[src/rtl/wb_bridge_pkg.sv]
// rtl/wb_bridge_pkg.sv - shared types and helpers for the Wishbone timeout bridge
package wb_bridge_pkg;

  typedef enum logic [1:0] {
    IDLE  = 2'd0,
    ISSUE = 2'd1,
    WAIT  = 2'd2,
    RESP  = 2'd3
  } state_t;

  typedef enum logic [1:0] {
    RSP_ACK = 2'd0,
    RSP_ERR = 2'd1,
    RSP_RTY = 2'd2
  } rsp_t;

  // Bits needed to hold any count 0..timeout
  function automatic int timer_width(input int timeout);
    return $clog2(timeout + 1);
  endfunction

endpackage

[src/rtl/wb_bridge_timer.sv]
// rtl/wb_bridge_timer.sv - access watchdog: counts enabled cycles, flags the last allowed one
module wb_bridge_timer
  import wb_bridge_pkg::*;
#(
  parameter int TIMEOUT = 255
) (
  input  logic clk,
  input  logic rst_n,
  input  logic clear,
  input  logic enable,
  output logic expired
);

  localparam int TW = timer_width(TIMEOUT);
  localparam logic [TW-1:0] LAST = TW'(TIMEOUT - 1);

  logic [TW-1:0] count;

  // Count cycles while the access is outstanding; hold once the limit is reached
  always_ff @(posedge clk or negedge rst_n) begin
    if (!rst_n) begin
      count <= '0;
    end else if (clear) begin
      count <= '0;
    end else if (enable && !expired) begin
      count <= count + TW'(1);
    end
  end

  assign expired = (count == LAST);

endmodule

[src/rtl/wb_timeout_bridge.sv]
// rtl/wb_timeout_bridge.sv - single-outstanding pipelined Wishbone bridge with access timeout (option: WB_BRIDGE_TIMEOUT_STATS_EN)
module wb_timeout_bridge
  import wb_bridge_pkg::*;
#(
  parameter int ADDR_WIDTH = 32,
  parameter int DATA_WIDTH = 32,
  parameter int TIMEOUT    = 255
) (
  input  logic                    clk_i,
  input  logic                    rst_n_i,
  input  logic                    s_wb_cyc_i,
  input  logic                    s_wb_stb_i,
  input  logic [ADDR_WIDTH-1:0]   s_wb_adr_i,
  input  logic [DATA_WIDTH/8-1:0] s_wb_sel_i,
  input  logic                    s_wb_we_i,
  input  logic [DATA_WIDTH-1:0]   s_wb_dat_i,
  output logic                    s_wb_ack_o,
  output logic                    s_wb_err_o,
  output logic                    s_wb_rty_o,
  output logic                    s_wb_stall_o,
  output logic [DATA_WIDTH-1:0]   s_wb_dat_o,
  output logic                    m_wb_cyc_o,
  output logic                    m_wb_stb_o,
  output logic [ADDR_WIDTH-1:0]   m_wb_adr_o,
  output logic [DATA_WIDTH/8-1:0] m_wb_sel_o,
  output logic                    m_wb_we_o,
  output logic [DATA_WIDTH-1:0]   m_wb_dat_o,
  input  logic                    m_wb_ack_i,
  input  logic                    m_wb_err_i,
  input  logic                    m_wb_rty_i,
  input  logic                    m_wb_stall_i,
  input  logic [DATA_WIDTH-1:0]   m_wb_dat_i
`ifdef WB_BRIDGE_TIMEOUT_STATS_EN
  ,
  output logic [15:0]             timeout_cnt_o,
  output logic [ADDR_WIDTH-1:0]   timeout_adr_o
`endif
);

  state_t state;
  rsp_t   rsp_kind;
  logic   req;
  logic   busy;
  logic   rsp_any;
  logic   expired;
  logic   timeout_hit;

  // Decode request, downstream response (err beats rty beats ack) and timeout
  always_comb begin
    req         = s_wb_cyc_i & s_wb_stb_i;
    busy        = (state == ISSUE) || (state == WAIT);
    rsp_any     = m_wb_ack_i | m_wb_err_i | m_wb_rty_i;
    rsp_kind    = RSP_ACK;
    if (m_wb_err_i) begin
      rsp_kind = RSP_ERR;
    end else if (m_wb_rty_i) begin
      rsp_kind = RSP_RTY;
    end
    timeout_hit = busy && s_wb_cyc_i && !rsp_any && expired;
  end

  wb_bridge_timer #(
    .TIMEOUT (TIMEOUT)
  ) u_timer (
    .clk     (clk_i),
    .rst_n   (rst_n_i),
    .clear   ((state == IDLE) && req),
    .enable  (busy),
    .expired (expired)
  );

  // Bridge FSM; every bus output is a register so upstream sees a clean one-cycle response
  always_ff @(posedge clk_i or negedge rst_n_i) begin
    if (!rst_n_i) begin
      state        <= IDLE;
      s_wb_ack_o   <= 1'b0;
      s_wb_err_o   <= 1'b0;
      s_wb_rty_o   <= 1'b0;
      s_wb_stall_o <= 1'b0;
      s_wb_dat_o   <= '0;
      m_wb_cyc_o   <= 1'b0;
      m_wb_stb_o   <= 1'b0;
      m_wb_adr_o   <= '0;
      m_wb_sel_o   <= '0;
      m_wb_we_o    <= 1'b0;
      m_wb_dat_o   <= '0;
    end else begin
      s_wb_ack_o <= 1'b0;
      s_wb_err_o <= 1'b0;
      s_wb_rty_o <= 1'b0;
      case (state)
        IDLE: begin
          if (req) begin
            m_wb_adr_o   <= s_wb_adr_i;
            m_wb_sel_o   <= s_wb_sel_i;
            m_wb_we_o    <= s_wb_we_i;
            m_wb_dat_o   <= s_wb_dat_i;
            m_wb_cyc_o   <= 1'b1;
            m_wb_stb_o   <= 1'b1;
            s_wb_stall_o <= 1'b1;
            state        <= ISSUE;
          end
        end
        ISSUE, WAIT: begin
          if (!s_wb_cyc_i) begin
            // Upstream abandoned the cycle: release downstream silently
            m_wb_cyc_o   <= 1'b0;
            m_wb_stb_o   <= 1'b0;
            s_wb_stall_o <= 1'b0;
            state        <= IDLE;
          end else if (rsp_any) begin
            m_wb_cyc_o <= 1'b0;
            m_wb_stb_o <= 1'b0;
            s_wb_dat_o <= '0;
            state      <= RESP;
            case (rsp_kind)
              RSP_ERR: s_wb_err_o <= 1'b1;
              RSP_RTY: s_wb_rty_o <= 1'b1;
              default: begin
                s_wb_ack_o <= 1'b1;
                if (!m_wb_we_o) begin
                  s_wb_dat_o <= m_wb_dat_i;
                end
              end
            endcase
          end else if (timeout_hit) begin
            m_wb_cyc_o <= 1'b0;
            m_wb_stb_o <= 1'b0;
            s_wb_err_o <= 1'b1;
            s_wb_dat_o <= '0;
            state      <= RESP;
          end else if ((state == ISSUE) && !m_wb_stall_i) begin
            m_wb_stb_o <= 1'b0;
            state      <= WAIT;
          end
        end
        RESP: begin
          s_wb_stall_o <= 1'b0;
          s_wb_dat_o   <= '0;
          state        <= IDLE;
        end
        default: state <= IDLE;
      endcase
    end
  end

`ifdef WB_BRIDGE_TIMEOUT_STATS_EN
  // Record timeouts: saturating count plus the address that timed out
  always_ff @(posedge clk_i or negedge rst_n_i) begin
    if (!rst_n_i) begin
      timeout_cnt_o <= '0;
      timeout_adr_o <= '0;
    end else if (timeout_hit) begin
      if (timeout_cnt_o != 16'hFFFF) begin
        timeout_cnt_o <= timeout_cnt_o + 16'd1;
      end
      timeout_adr_o <= m_wb_adr_o;
    end
  end
`endif

endmodule

[config.mk]
export PLATFORM = sky130hd
export DESIGN_NAME = wb_timeout_bridge
export DESIGN_NICKNAME = d
export VERILOG_FILES = /design/src/rtl/wb_bridge_pkg.sv /design/src/rtl/wb_bridge_timer.sv /design/src/rtl/wb_timeout_bridge.sv
export SDC_FILE = /design/constraint.sdc
export NUM_CORES = 1
export LEC_CHECK = 0
export CAP_MARGIN = 0
export CORE_MARGIN = 2
export CORE_UTILIZATION = 42
export CTS_CLUSTER_DIAMETER = 80
export CTS_CLUSTER_SIZE = 25
export DETAILED_ROUTE_END_ITERATION = 10
export PLACE_DENSITY = 0.81
export RECOVER_POWER = 100
export REMOVE_ABC_BUFFERS = 1
export SETUP_SLACK_MARGIN = 0.3
export SLEW_MARGIN = 20
export SYNTH_ARGS = -nofsm -noshare
export SYNTH_HDL_FRONTEND = slang
export SYNTH_SLANG_ARGS = --single-unit
[constraint.sdc]
create_clock -name clk_i -period 1.9 [get_ports clk_i]
set_input_delay 0.19 -clock clk_i [delete_from_list [all_inputs] [get_ports clk_i]]
set_output_delay 0.19 -clock clk_i [all_outputs]
set_load 0.05 [all_outputs]
==> flow_summary_export.csv <==
group,metric,value,unit
floorplanning,die-area,0.0127,mm²
status,outcome,"complete, no violations",
setup_path,cp_slowest_cell,"dfrtp_1",
final_layout,final_nets,887,
setup_path,worstPathCellList,"inv_2 > ha_4 > clkbuf_1 > nand2b_4 > buf_12 > nand2_2 > a21oi_1 > a31o_1",
routing,drt-met1-wl,6130,µm
final_layout,drive_gt1_share,16.5,%
placement,place.gp.congestion,0.820,
timing,hold_viol_final,0,
clocking,cts_root_buf,"clkbuf_16",
synth,synth_area_leaders,"dfrtp_1 (59%), nand2_1 (18%), a31o_1 (5.3%)",
setup_path,crit_fanout,8,
placement,hpwl,9580,µm
grt,grt_max_degree,118,
routing,vias,4904,
timing,fin_crit_sh,96.8,%
routing,drt-initial-drc-count,499,
hold_path,hold_path_class,"in -> reg",
pwr,seqPwrFrac,26.3,%
clocking,clock-sinks,117,
run,maxCapViolations,0,
pwr,vdd_drop_max,1.37,mV
floorplanning,row_count,39,
synth,netlist-cell-type-count,43,
grt,track_usage,26.1,%
pwr,p_leak,4.28,nW
synth,synth_largest_area_cell,"dfrtp_1",
timing,rsz0062_at_grt,"true",
synth,synthesis.area,0.00497,mm²
timing,fmax,544,MHz
floorplanning,die_h,113,µm
pwr,p_sw,7.45,mW
clocking,cts_tree,"yes",
routing,ant_nets,0,
pwr,swShare,47.4,%
timing,setup_viol,0,
clocking,clk_latency,400,ps
setup_path,critPathCaptureType,"flip-flop",
timing,fin_skew,9.30,ps
timing,setup_tns,0,ps
grt,grt_pass1_wl,25800,µm
final_layout,n_antenna_cell,0,
pwr,clkPwrFrac,21.4,%
final_layout,fillers,805,
timing,max_slew.worst_pin.slew,1060,ps
routing,wl_met2,9110,µm
final_layout,area_growth,70.3,%
pwr,powerDensity,1860,mW/mm²
clocking,cts_buffer_depth,2,
synth,ys_top_cells_by_count,"nand2_1 (243), dfrtp_1 (117), a21oi_1 (38)",
routing,wl_per_cell,19.0,µm
routing,dr.pass1.iters,4,
pwr,p_comb_share,52.3,%
routing,wl,17600,µm
floorplanning,initial_core_util,43.3,%
synth,seq_area_frac_synth,59.0,%
timing,drv_slew,0,
synth,ys_seq_elements,117,
synth,avgSynthCellArea,9.42,µm²
floorplanning,core,0.0115,mm²
synth,yosysWarnings,0,
grt,first_global_vias,5247,
synth,yosysMostFrequentCell,"nand2_1",
grt,antenna_found_initial,0,
synth,synth-main-ff-cell,"dfrtp_1",
synth,synthCells,527,
timing,hold_slack,317,ps
synth,synth_top_area_share,59.0,%
timing,maxSlewHeadroom,29.2,%
routing,vias_per_cell,5.30,
synth,synth_edf_count,0,
routing,drc,0,
clocking,htree_levels,4,
clocking,numCtsBuffers,17,
floorplanning,die_x,113,µm
pwr,intPower,8.27,mW
setup_path,critical_path_class,"reg -> reg",
setup_path,cp.arrival,2170,ps
routing,top_layer_used,"met4",
clocking,clk_pin_slew_worst_paths,60,ps
setup_path,required,2230,ps
floorplanning,io_pins,216,
setup_path,critPathLaunchType,"flip-flop",
grt,grt.overflow.total,0,
timing,post-route-min-period,1840,ps
placement,port_buffers,215,
setup_path,cpPeakStageDelay,400,ps
synth,postSynth.asyncResetShare,100,%
routing,met3_length,1700,µm
-- through the flow --
step           util, %  cell area (µm²)  instances  setup slack, ps  total power, mW
2_1_floorplan        -             4790        494             -675             8.94
3_3_place_gp      63.7             7310        867             -130             11.7
3_5_place_dp      63.7             7310        867             -160             11.9
4_1_cts           70.7             8110        916              204             15.3
5_1_grt           73.7             8460        926             45.9             16.5
6_report          73.7             8460        926             60.6             15.7
-- layer usage --
layer  track usage, %  vias to the layer above
met5                0                        -
li1                 -                     2220
met2             44.8                      281
met3             11.3                       48
met4             13.0                        0
met1             27.3                     2355
-- power groups by stage --
stage	Sequential, mW	Combinational [mW]	Clock [mW]
after floorplan	7.24	1.70	0
after global placement	4.05	7.61	0
after detailed placement	4.11	7.75	0
after CTS	4.07	7.79	3.39
after global routing	4.26	8.68	3.54
final	4.13	8.22	3.36
-- layout make-up --
cell class	count	area (µm²)	area share [%]
Sequential cell	117	2930	34.7
Timing Repair Buffer	255	2540	30.1
Multi-Input combinational cell	377	2180	25.7
Clock buffer	21	460	5.44
Tap cell	143	179	2.12
Clock inverter	9	153	1.80
Inverter	4	15.0	0.178
-- layout by cell type (no fill, tap or decap), drive strengths merged --
master         count
mux2               2
nor2              16
o311ai             1
a21boi             2
inv                4
a31oi              1
clkinvlp           3
o41ai              1
nor2b              1
dlygate4sd2      107
o211ai             1
a21oi             39
or2                1
nand4              4
and2               1
a31o              32
nand3              2
xnor2              4
and4bb             1
and4               1
nor3               4
bufbuf             1
nor3b              1
a211o              1
nand2b             1
o21ai              2
ha                 6
clkdlybuf4s50    107
and3               3
a21o               1
clkinv             2
dlygate4sd3        1
a2bb2oi            1
nand2            244
buf               32
mux2i              1
clkbuf            28
dfrtp            117
bufinv             4
xor2               2
-- critical path, delay by kind of cell, from the launching register on --
family | cells | cell delay (ps)
flops | 1 | 400
compound gates | 2 | 300
buf+inv | 3 | 430
fa+ha+maj | 1 | 310
simple gates | 2 | 320
-- sequential cells by signal, indices dropped and copies added, names as in the netlist, 2 cells and up --
register	flops
m_wb_sel_o	4
m_wb_dat_o	32
u_timer.count	8
m_wb_adr_o	32
state	2
s_wb_dat_o	32
-- final timing paths --
check | start | end | slack [ps] | depth (start not counted)
min reg2reg | m_wb_dat_o[11]$_DFFE_PN0P_ | m_wb_dat_o[11]$_DFFE_PN0P_ | 470 | 2
max in group asynchronous | rst_n_i | state[0]$_DFFE_PN0P_ | 520 | 3
max reg2reg | state[1]$_DFFE_PN0P_ | s_wb_dat_o[13]$_DFFE_PN0P_ | 60 | 8
min in group asynchronous | rst_n_i | s_wb_dat_o[20]$_DFFE_PN0P_ | 620 | 3
min | s_wb_dat_i[26] | m_wb_dat_o[26]$_DFFE_PN0P_ | 320 | 3
max | state[1]$_DFFE_PN0P_ | s_wb_dat_o[13]$_DFFE_PN0P_ | 60 | 8
-- cells by family (layout without fill, tap and decap cells) --
family,count (synthesis),after routing,share of synthesized area (%)
mux,3,3,0.731
simple gates,276,280,22.3
xor+xnor,6,6,1.06
buf+inv,37,289,3.83
flops,117,117,59.0
compound gates,82,82,11.6
fa+ha+maj,6,6,1.51
-- what timing repair did --
| item | CTS | global route |
|---|---|---|
| setup buffers | 11 | 7 |
| hold endpoints to repair | 117 | 0 |
| endpoints found under the setup margin | 178 | 55 |
| pin swaps | 19 | 42 |
| hold buffers | 1 | 0 |
| gates resized for setup | 138 | 76 |
| cloned | 7 | 3 |
(Power assumes the default switching activity.)
